==> src/rtl/alu_multicycle.sv <==
// Handshaked data-processing ALU with NZCV flags, plus an iterative MUL/MLA unit.
// One-entry registered result held until the consumer accepts it.
module alu_multicycle #(
  parameter int unsigned WIDTH    = 32,
  parameter int unsigned MUL_BITS = 1
) (
  input  logic             clk,
  input  logic             reset,
  input  logic             in_valid,
  output logic             in_ready,
  input  logic [3:0]       codein,
  input  logic             mul,
  input  logic             acc,
  input  logic [WIDTH-1:0] Rn,
  input  logic [WIDTH-1:0] shifter,
  input  logic [WIDTH-1:0] Ra,
  input  logic             carry_in,
  input  logic             shifter_carry,
  output logic             out_valid,
  input  logic             out_ready,
  output logic [WIDTH-1:0] out,
  output logic [3:0]       flagsout,
  output logic [3:0]       flagsenable
);

  localparam int unsigned N_ITER = WIDTH / MUL_BITS;
  localparam int unsigned CW     = (N_ITER > 1) ? $clog2(N_ITER) : 1;

  typedef enum logic {
    S_IDLE,
    S_MUL
  } state_t;

  typedef enum logic [3:0] {
    OP_AND = 4'h0, OP_EOR = 4'h1, OP_SUB = 4'h2, OP_RSB = 4'h3,
    OP_ADD = 4'h4, OP_ADC = 4'h5, OP_SBC = 4'h6, OP_RSC = 4'h7,
    OP_TST = 4'h8, OP_TEQ = 4'h9, OP_CMP = 4'hA, OP_CMN = 4'hB,
    OP_ORR = 4'hC, OP_MOV = 4'hD, OP_BIC = 4'hE, OP_MVN = 4'hF
  } alu_op_t;

  state_t           r_state;
  state_t           w_state_next;
  logic [CW-1:0]    r_cnt;
  logic [WIDTH-1:0] r_mcand;
  logic [WIDTH-1:0] r_mplier;
  logic [WIDTH-1:0] r_acc;
  logic [WIDTH-1:0] r_out;
  logic [3:0]       r_flags;
  logic [3:0]       r_fen;
  logic             r_out_valid;

  logic             w_accept;
  logic             w_last;
  alu_op_t          w_op;
  logic [WIDTH-1:0] w_a;
  logic [WIDTH-1:0] w_b;
  logic             w_cin;
  logic             w_arith;
  logic [WIDTH:0]   w_sum;
  logic [WIDTH-1:0] w_dp_res;
  logic [3:0]       w_dp_flags;
  logic [3:0]       w_dp_fen;
  logic [WIDTH-1:0] w_pp;
  logic [WIDTH-1:0] w_mul_res;
  logic [3:0]       w_mul_flags;

  assign in_ready    = (r_state == S_IDLE) && (!r_out_valid || out_ready);
  assign w_accept    = in_valid && in_ready;
  assign w_last      = (r_state == S_MUL) && (r_cnt == CW'(N_ITER - 1));
  assign w_op        = alu_op_t'(codein);

  assign out_valid   = r_out_valid;
  assign out         = r_out;
  assign flagsout    = r_flags;
  assign flagsenable = r_fen;

  // Adder operand selection: subtracts invert one operand, carry-in supplies the +1 or CPSR C.
  always_comb begin
    w_a     = Rn;
    w_b     = shifter;
    w_cin   = 1'b0;
    w_arith = 1'b0;
    case (w_op)
      OP_SUB, OP_CMP: begin w_b = ~shifter; w_cin = 1'b1; w_arith = 1'b1; end
      OP_RSB:         begin w_a = shifter; w_b = ~Rn; w_cin = 1'b1; w_arith = 1'b1; end
      OP_ADD, OP_CMN: begin w_arith = 1'b1; end
      OP_ADC:         begin w_cin = carry_in; w_arith = 1'b1; end
      OP_SBC:         begin w_b = ~shifter; w_cin = carry_in; w_arith = 1'b1; end
      OP_RSC:         begin w_a = shifter; w_b = ~Rn; w_cin = carry_in; w_arith = 1'b1; end
      default:        ;
    endcase
  end

  assign w_sum = {1'b0, w_a} + {1'b0, w_b} + {{WIDTH{1'b0}}, w_cin};

  always_comb begin
    w_dp_res = w_sum[WIDTH-1:0];
    case (w_op)
      OP_AND, OP_TST: w_dp_res = Rn & shifter;
      OP_EOR, OP_TEQ: w_dp_res = Rn ^ shifter;
      OP_ORR:         w_dp_res = Rn | shifter;
      OP_MOV:         w_dp_res = shifter;
      OP_BIC:         w_dp_res = Rn & ~shifter;
      OP_MVN:         w_dp_res = ~shifter;
      default:        ;
    endcase
  end

  always_comb begin
    w_dp_flags    = '0;
    w_dp_flags[0] = (w_dp_res == '0);
    w_dp_flags[2] = w_dp_res[WIDTH-1];
    if (w_arith) begin
      w_dp_flags[1] = w_sum[WIDTH];
      w_dp_flags[3] = (w_a[WIDTH-1] == w_b[WIDTH-1]) && (w_sum[WIDTH-1] != w_a[WIDTH-1]);
      w_dp_fen      = 4'b1111;
    end else begin
      w_dp_flags[1] = shifter_carry;
      w_dp_fen      = 4'b0111;
    end
  end

  // Partial product of the multiplicand with the low MUL_BITS multiplier bits.
  always_comb begin
    w_pp = '0;
    for (int unsigned j = 0; j < MUL_BITS; j++) begin
      if (r_mplier[j]) begin
        w_pp = w_pp + (r_mcand << j);
      end
    end
  end

  assign w_mul_res   = r_acc + w_pp;
  assign w_mul_flags = {1'b0, w_mul_res[WIDTH-1], 1'b0, (w_mul_res == '0)};

  always_ff @(posedge clk or posedge reset) begin
    if (reset) begin
      r_state <= S_IDLE;
    end else begin
      r_state <= w_state_next;
    end
  end

  always_comb begin
    w_state_next = r_state;
    case (r_state)
      S_IDLE:  if (w_accept && mul) w_state_next = S_MUL;
      S_MUL:   if (w_last) w_state_next = S_IDLE;
      default: w_state_next = S_IDLE;
    endcase
  end

  always_ff @(posedge clk or posedge reset) begin
    if (reset) begin
      r_cnt    <= '0;
      r_mcand  <= '0;
      r_mplier <= '0;
      r_acc    <= '0;
    end else if (w_accept && mul) begin
      r_cnt    <= '0;
      r_mcand  <= Rn;
      r_mplier <= shifter;
      r_acc    <= acc ? Ra : '0;
    end else if (r_state == S_MUL) begin
      r_cnt    <= r_cnt + CW'(1);
      r_mcand  <= r_mcand << MUL_BITS;
      r_mplier <= r_mplier >> MUL_BITS;
      r_acc    <= w_mul_res;
    end
  end

  // A multiply only starts when the result slot drains, so the slot is free on its last iteration.
  always_ff @(posedge clk or posedge reset) begin
    if (reset) begin
      r_out       <= '0;
      r_flags     <= '0;
      r_fen       <= '0;
      r_out_valid <= 1'b0;
    end else if (w_accept && !mul) begin
      r_out       <= w_dp_res;
      r_flags     <= w_dp_flags;
      r_fen       <= w_dp_fen;
      r_out_valid <= 1'b1;
    end else if (w_last) begin
      r_out       <= w_mul_res;
      r_flags     <= w_mul_flags;
      r_fen       <= 4'b0101;
      r_out_valid <= 1'b1;
    end else if (out_ready) begin
      r_out_valid <= 1'b0;
    end
  end

endmodule

==> config.mk <==
export PLATFORM = sky130hd
export DESIGN_NAME = alu_multicycle
export DESIGN_NICKNAME = d
export VERILOG_FILES = /design/src/rtl/alu_multicycle.sv
export SDC_FILE = /design/constraint.sdc
export NUM_CORES = 1
export LEC_CHECK = 0
export BUFFER_PORTS_ARGS = -buffer_cell sky130_fd_sc_hd__clkbuf_2
export CAP_MARGIN = 20
export CELL_PAD_IN_SITES_DETAIL_PLACEMENT = 1
export CELL_PAD_IN_SITES_GLOBAL_PLACEMENT = 1
export CORE_ASPECT_RATIO = 1.4
export CORE_MARGIN = 10
export CORE_UTILIZATION = 45
export CTS_CLUSTER_SIZE = 14
export DETAILED_ROUTE_END_ITERATION = 8
export GPL_TIMING_DRIVEN = 0
export PLACE_DENSITY_LB_ADDON = 0.2
export SLEW_MARGIN = 20
export SYNTH_ARGS = -nofsm -noshare
export SYNTH_HDL_FRONTEND = slang
export SYNTH_SLANG_ARGS = --single-unit
export TNS_END_PERCENT = 5
==> constraint.sdc <==
create_clock -name clk -period 5.45 [get_ports clk]
set_clock_uncertainty 0.2 [all_clocks]
set_input_delay 0 -clock clk [delete_from_list [all_inputs] [get_ports clk]]
set_output_delay 0 -clock clk [all_outputs]
set_load 0.1 [all_outputs]
# --- Yosys cells after proc, flatten, opt, wreduce, memory -nomap -nowiden ---
# Index checks and enable logic that the tools add are counted.
totals:
  ff_bits: 143
  mem_bits_rw: 0
  elab_cells: 90
  latchBits: 0
  mem_count: 0
  rom_bits: 0
  output_inout_bits: 42
  input_bits: 108
classes:
  mux: 30
  n_shift: 0
  reduce_logical: 22
  add_sub_neg: 4
  bitwise: 7
  magnitude_cmp: 0
  n_mul: 0
  div_mod_pow: 0
  n_eq_ne: 18
op_table:
  columns: ["cell", "n"]
  rows:
  - ["32-bit two-way mux", 11]
  - ["32-bit case mux with 6 select lines", 1]
  - ["32-bit AND", 2]
  - ["32-bit zero test", 2]
  - ["32-bit inverter", 2]
  - ["32-bit case mux with 2 select lines", 1]
  - ["32-bit by 32-bit adder with 33-bit output", 1]
  - ["33-bit by 1-bit adder with 33-bit output", 1]
  - ["32-bit adder", 1]
  - ["4-bit == test, second input constant", 8]
  - ["32-bit OR", 1]
  - ["32-bit bitwise XOR", 1]
  - ["4-bit two-way mux", 5]
  - ["4-bit by 3-bit == test with 1-bit output, second input constant", 4]
  - ["5-bit two-way mux", 2]
  - ["3-bit OR reduction", 3]
  - ["4-bit by 2-bit == test with 1-bit output, second input constant", 2]
  - ["1-bit two-way mux", 8]
  - ["8-bit OR reduction", 1]
  - ["1-bit logical AND", 6]
  - ["2-bit OR reduction", 3]
  - ["5-bit by 1-bit adder with 5-bit output, second input constant", 1]
  - ["5-bit == test, second input constant", 1]
  - ["4-bit by 1-bit == test with 1-bit output, second input constant", 1]
  - ["9 further kinds", 12]

# --- Logic depth before layout (Yosys ltp) ---
depth:
  word_depth: 9
  ltp_mapped: 24
  mapped_depth_nobuf: 20

# --- Least setup slack after synthesis ---
# OpenSTA, ideal clock, no wires.
synth_path:
  path_kind: "input to register"
  startpoint: "in codein[0]"
  endpoint: "reg r_flags[0], in the netlist flagsout[0]"
  setup_ps: 66
  slack_ps: 399
  cell_stages: 24
  t_arrival_ps: 4785
  required_ps: 5184
  path_buffers: 5
  path_cell_list: "clkbuf_1 -> buf_1 -> clkbuf_1 -> clkbuf_1 -> nor3_1 -> a21o_1 -> clkbuf_1 -> nor2_1 -> a211oi_1 -> fa_1 -> inv_1 -> fa_1 -> a21oi_1 -> o211ai_1 -> a221oi_2 -> o21ai_1 -> a211oi_1 -> o311ai_1 -> nor4_1 -> nand4_1 -> nor4_1 -> nand4_1 -> nor4_1 -> a31o_1"
synth_via:
  elab_chain_len: 8
  word_cells_on_any_way: 28
  classes_between: "add/sub (2); eq/ne (13); mux (5); reduce/logical (8)"
synth_lines:
  columns: ["item", "line_no", "source"]
  rows:
  - ["start: declaration", "11", "input logic [3:0] codein,"]
  - ["4-bit by 3-bit == test with 1-bit output (tied with other cells)", "83", "case (w_op)"]
  - ["3-bit OR reduction (no line) / 2-bit OR reduction (equally long branches)", null, null]
  - ["32-bit case mux with 2 select lines / 32-bit two-way mux (equally long branches)", "83", null]
  - ["32-bit by 32-bit adder with 33-bit output", "94", "assign w_sum = {1'b0, w_a} + {1'b0, w_b} + {{WIDTH{1'b0}}, w_cin};"]
  - ["33-bit by 1-bit adder with 33-bit output", "94", null]
  - ["32-bit case mux with 6 select lines (*)", "98", "case (w_op)"]
  - ["32-bit zero test (*)", "111", "w_dp_flags[0] = (w_dp_res == '0);"]
  - ["4-bit two-way mux (*)", "179", "end else if (w_accept && !mul) begin"]
  - ["end signal: assignment", "181", "r_flags <= w_dp_flags;"]
  - ["end signal: assignment", "186", "r_flags <= w_mul_flags;"]
  - ["end: declaration", "48", "logic [3:0] r_flags;"]
# Every way passes the cells marked *; elsewhere a longest branch is shown, timed or not.
# A chain may end at the register's enable or synchronous reset.

# --- Worst setup path in the final report ---
# Same ends and word-level chain as after synthesis.

==> impl_metrics.ini <==
[yosys]
ys.flop_type = dfrtp_1
yosysUniqueCellTypes = 95
synth_top_cell_by_area = dfrtp_1
synth_edf_count = 0
synthCells = 1684
yosys_warnings = 0
synth_nets = 1891
ys_async_sr_fraction = 1.00
ys_ff_latch = 141
syn_area_per_cell_um2 = 7.66
syn_area_um2 = 12900
synth_area_leaders = dfrtp_1 (27%), ha_1 (9.3%), nand2_1 (8.0%)
ys_seq_area_frac = 0.274
synth_top_area_share = 0.274

[worst_setup_path]
r2r_cells = 15
crit_type = input pin to flop
cp-start-kind = input pin
cp-end-kind = flop
crit_required_ps = 5660
worstPathCellList = clkbuf_2 -> clkbuf_4 -> buf_2 -> buf_4 -> clkbuf_2 -> o22ai_1 -> a32oi_2 -> fa_1 -> inv_1 -> fa_1 -> a21oi_1 -> o21ai_0 -> and3_1 -> o211a_1 -> o32ai_1 -> a41oi_1 -> nor4_2 -> nand4_1 -> nor4_2 -> nand4_1 -> nor4_1 -> a31o_1
worstPathArrival_ps = 5470
critPathMaxFanout = 10
slowest_delay_ps = 410
path_depth = 22
regToRegSetupSlack_ps = 570
worst-path-buf-inv = 6
crit_family = compound AO/OA/AOI/OAI gates
cpMaxStageDelayCell = fa_1

[routing]
drt_wl_total_um = 58800
viasPerCell = 6.27
drtAntennaViolNets = 0
route.detailed.drc = 0
routed-via-count = 14700
drtPass1Iterations = 5
wl_per_cell_um = 25.0
drt_first_iter_violations = 1303

[timing]
relSlewSlack = 0.318
maxSlewViolCount = 0
tightest_slew_ps = 1020
final_hold_viol_count = 0
whs_ps = 20.3
max_freq_mhz = 190
period_minus_slack_ps = 5270
finalCritPeriodShare = 0.967
setup_viol = 0

[power]
power_density_nw_per_um2 = 490
p_leak_nw = 7.50
vdd_ir_drop_max_uv = 254

[placed_design]
dp_hpwl_um = 43800
place_congestion = 0.959
portBuffers = 146
place_area_um2 = 14100

[global_route]
grt_pass1_vias = 15700
grt_max_degree = 80
antenna_found_initial = 2
grt_use_met3 = 0.0458
busiest_layer = met2
track_usage = 0.321
use_met1 = 0.368
grt_overflow_total = 0
gr-usage-met2 = 0.571
grt_pass1_wl_um = 89900

[clocking]
cts_root_buf = clkbuf_16
cts_tree = yes
htreeDepth = 4
numCtsBuffers = 17
clock-sinks = 141
path_clk_slew_ps = 70
clock_path_buffers = 2
worst_skew_pair.late_latency_ps = 470

[layout]
utilization = 0.566
final_layout_size_suffix_gt1_frac = 0.131
nets = 2166
fin_area_um2 = 16000
syn_to_final_growth_pct = 24.3

[die]
die_area_um2 = 35900
die_h_um = 220
start_util = 0.455
rows = 73
die_w_um = 163
core_area_um2 = 28300
io_pins = 150

[flow_run]
drv_cap = 0

[run_status]
status = complete, no violations

[hold_path]
min_path_cells = 4
hold_path_class = input pin to flop
-- layout by cell type (no fill, tap or decap), drive strengths merged, types with 5 or more instances in the layout --
cell type,instances
a221o,7
and2,39
a211oi,31
a21oi,114
o21ai,207
xnor2,31
dlygate4sd3,109
o21a,7
nor2b,10
ha,96
nand2b,10
nor3,30
or3,7
mux2i,49
clkinv,5
a31oi,14
a21o,21
o211ai,8
a31o,5
o221ai,16
xor2,20
and3,13
o22ai,19
o21bai,6
clkbuf,247
nand4,12
a22oi,77
dfrtp,141
inv,86
buf,24
clkinvlp,6
a221oi,11
nand2,276
o31ai,12
nor2,83
nand3,46
-- registers in the layout, indices dropped and copies added (netlist names) --
register / flops
r_state: 1
r_mplier: 32
out: 31
flagsenable: 3
r_cnt: 5
out_valid: 1
flagsout: 4
r_mcand: 32
r_acc: 32
-- worst reg2reg max path: stages, from the launching register on --
cell and delay (ps):
dfrtp_1 550, clkbuf_1 340, and2_1 240, ha_1 330, a21o_1 230, a21o_1 190, a211oi_2 260, a31oi_1 160
o41a_1 460, a221oi_1 400, xnor2_1 230, and4b_1 240, nand4b_1 140, or4_1 510, o31ai_1 220, a31o_1 130
-- cell type report --
class | count | area [µm²]
Tap cell | 375 | 469
Inverter | 88 | 345
Antenna cell | 2 | 5.00
Timing Repair inverter | 1 | 5.00
Clock inverter | 12 | 186
Multi-Input combinational cell | 1349 | 8720
Clock buffer | 19 | 433
Timing Repair Buffer | 261 | 1890
Fill cell | 3557 | 12300
Buffer | 100 | 452
Sequential cell | 141 | 3530
-- path summary, 6_finish.rpt --
| path | from | endpoint |
|---|---|---|
| min in group asynchronous | reset | r_acc[24] |
| max in group asynchronous | reset | r_cnt[0] |
| worst min register to register | r_mplier[24] | r_mplier[24] |
| worst max-delay path | codein[0] | flagsout[0] |
| worst max register to register | r_mplier[0] | flagsout[0] |
| worst min-delay path | acc | r_acc[6] |
-- through the flow --
stage / setup slack [ps] / TNS [ps] / total power, W / std cells
finish: 182 / 0 / 0.00785 / 2348
global route: -3.65 / -3.65 / 0.00826 / 2348
CTS: -4.27 / -4.27 / 0.00771 / 2345
detailed placement: -2640 / -41280 / 0.00629 / 2206
global placement: -2500 / -87680 / 0.00614 / 2205
floorplan: 399 / 0 / 0.00507 / 1684
-- per-layer routing --
| metal | vias to the layer above | wire, µm |
|---|---|---|
| met1 | 7317 | 22700 |
| met2 | 579 | 29700 |
| met5 | - | 0 |
| met3 | 166 | 3570 |
| li1 | 6669 | - |
| met4 | 0 | 2780 |
-- cell usage after synthesis, drive strengths merged (4+ instances only) --
master and n:
a31o 5, a221oi 11, a211oi 31, nand3 46, nor2b 10, inv 86, nand3b 4, mux2i 49
o21bai 6, and3 13, nor2 83, a211o 4, nand2b 10, xnor2 31, o211ai 8, nand4 12
ha 96, a221o 7, dfrtp 141, a21o 21, and2 39, o311ai 4, a31oi 14, o22ai 19
nand2 276, buf 14, or2 4, xor2 20, a22oi 77, o31ai 12, o21a 7, nor4 4
a22o 4, a21oi 114, or3 7, clkbuf 92, o21ai 207, o221ai 16, nor3 30
-- power by group --
part	leakage, nW	internal [W]	switching, W
clock	0.290	0.000768	0.000540
sequential	1.77	0.00152	0.000384
combinational	5.43	0.00137	0.00326
total	7.50	0.00366	0.00419
-- timing repair --
action,4_1_cts,5_1_grt
cloned,0,1
endpoints found under the hold margin,247,0
buffers inserted,4,1
hold buffers,109,0
setup endpoints to repair,28,8
pin swaps,2,2
gates resized for setup,33,22
-- cells by family (layout without fill, tap and decap cells) --
logic type / count (synthesis) / after routing / share of synthesized area
multiplexers: 52 / 52 / 0.0407
AO/OA/AOI/OAI: 594 / 594 / 0.296
AND/OR/NAND/NOR: 553 / 553 / 0.196
XOR/XNOR: 51 / 51 / 0.0367
other: 0 / 2 / 0
buffers and inverters: 194 / 481 / 0.0586
flip-flops: 141 / 141 / 0.274
adder cells (fa/ha/maj): 99 / 99 / 0.0978
Note: power is estimated with default switching activity, not from simulation.
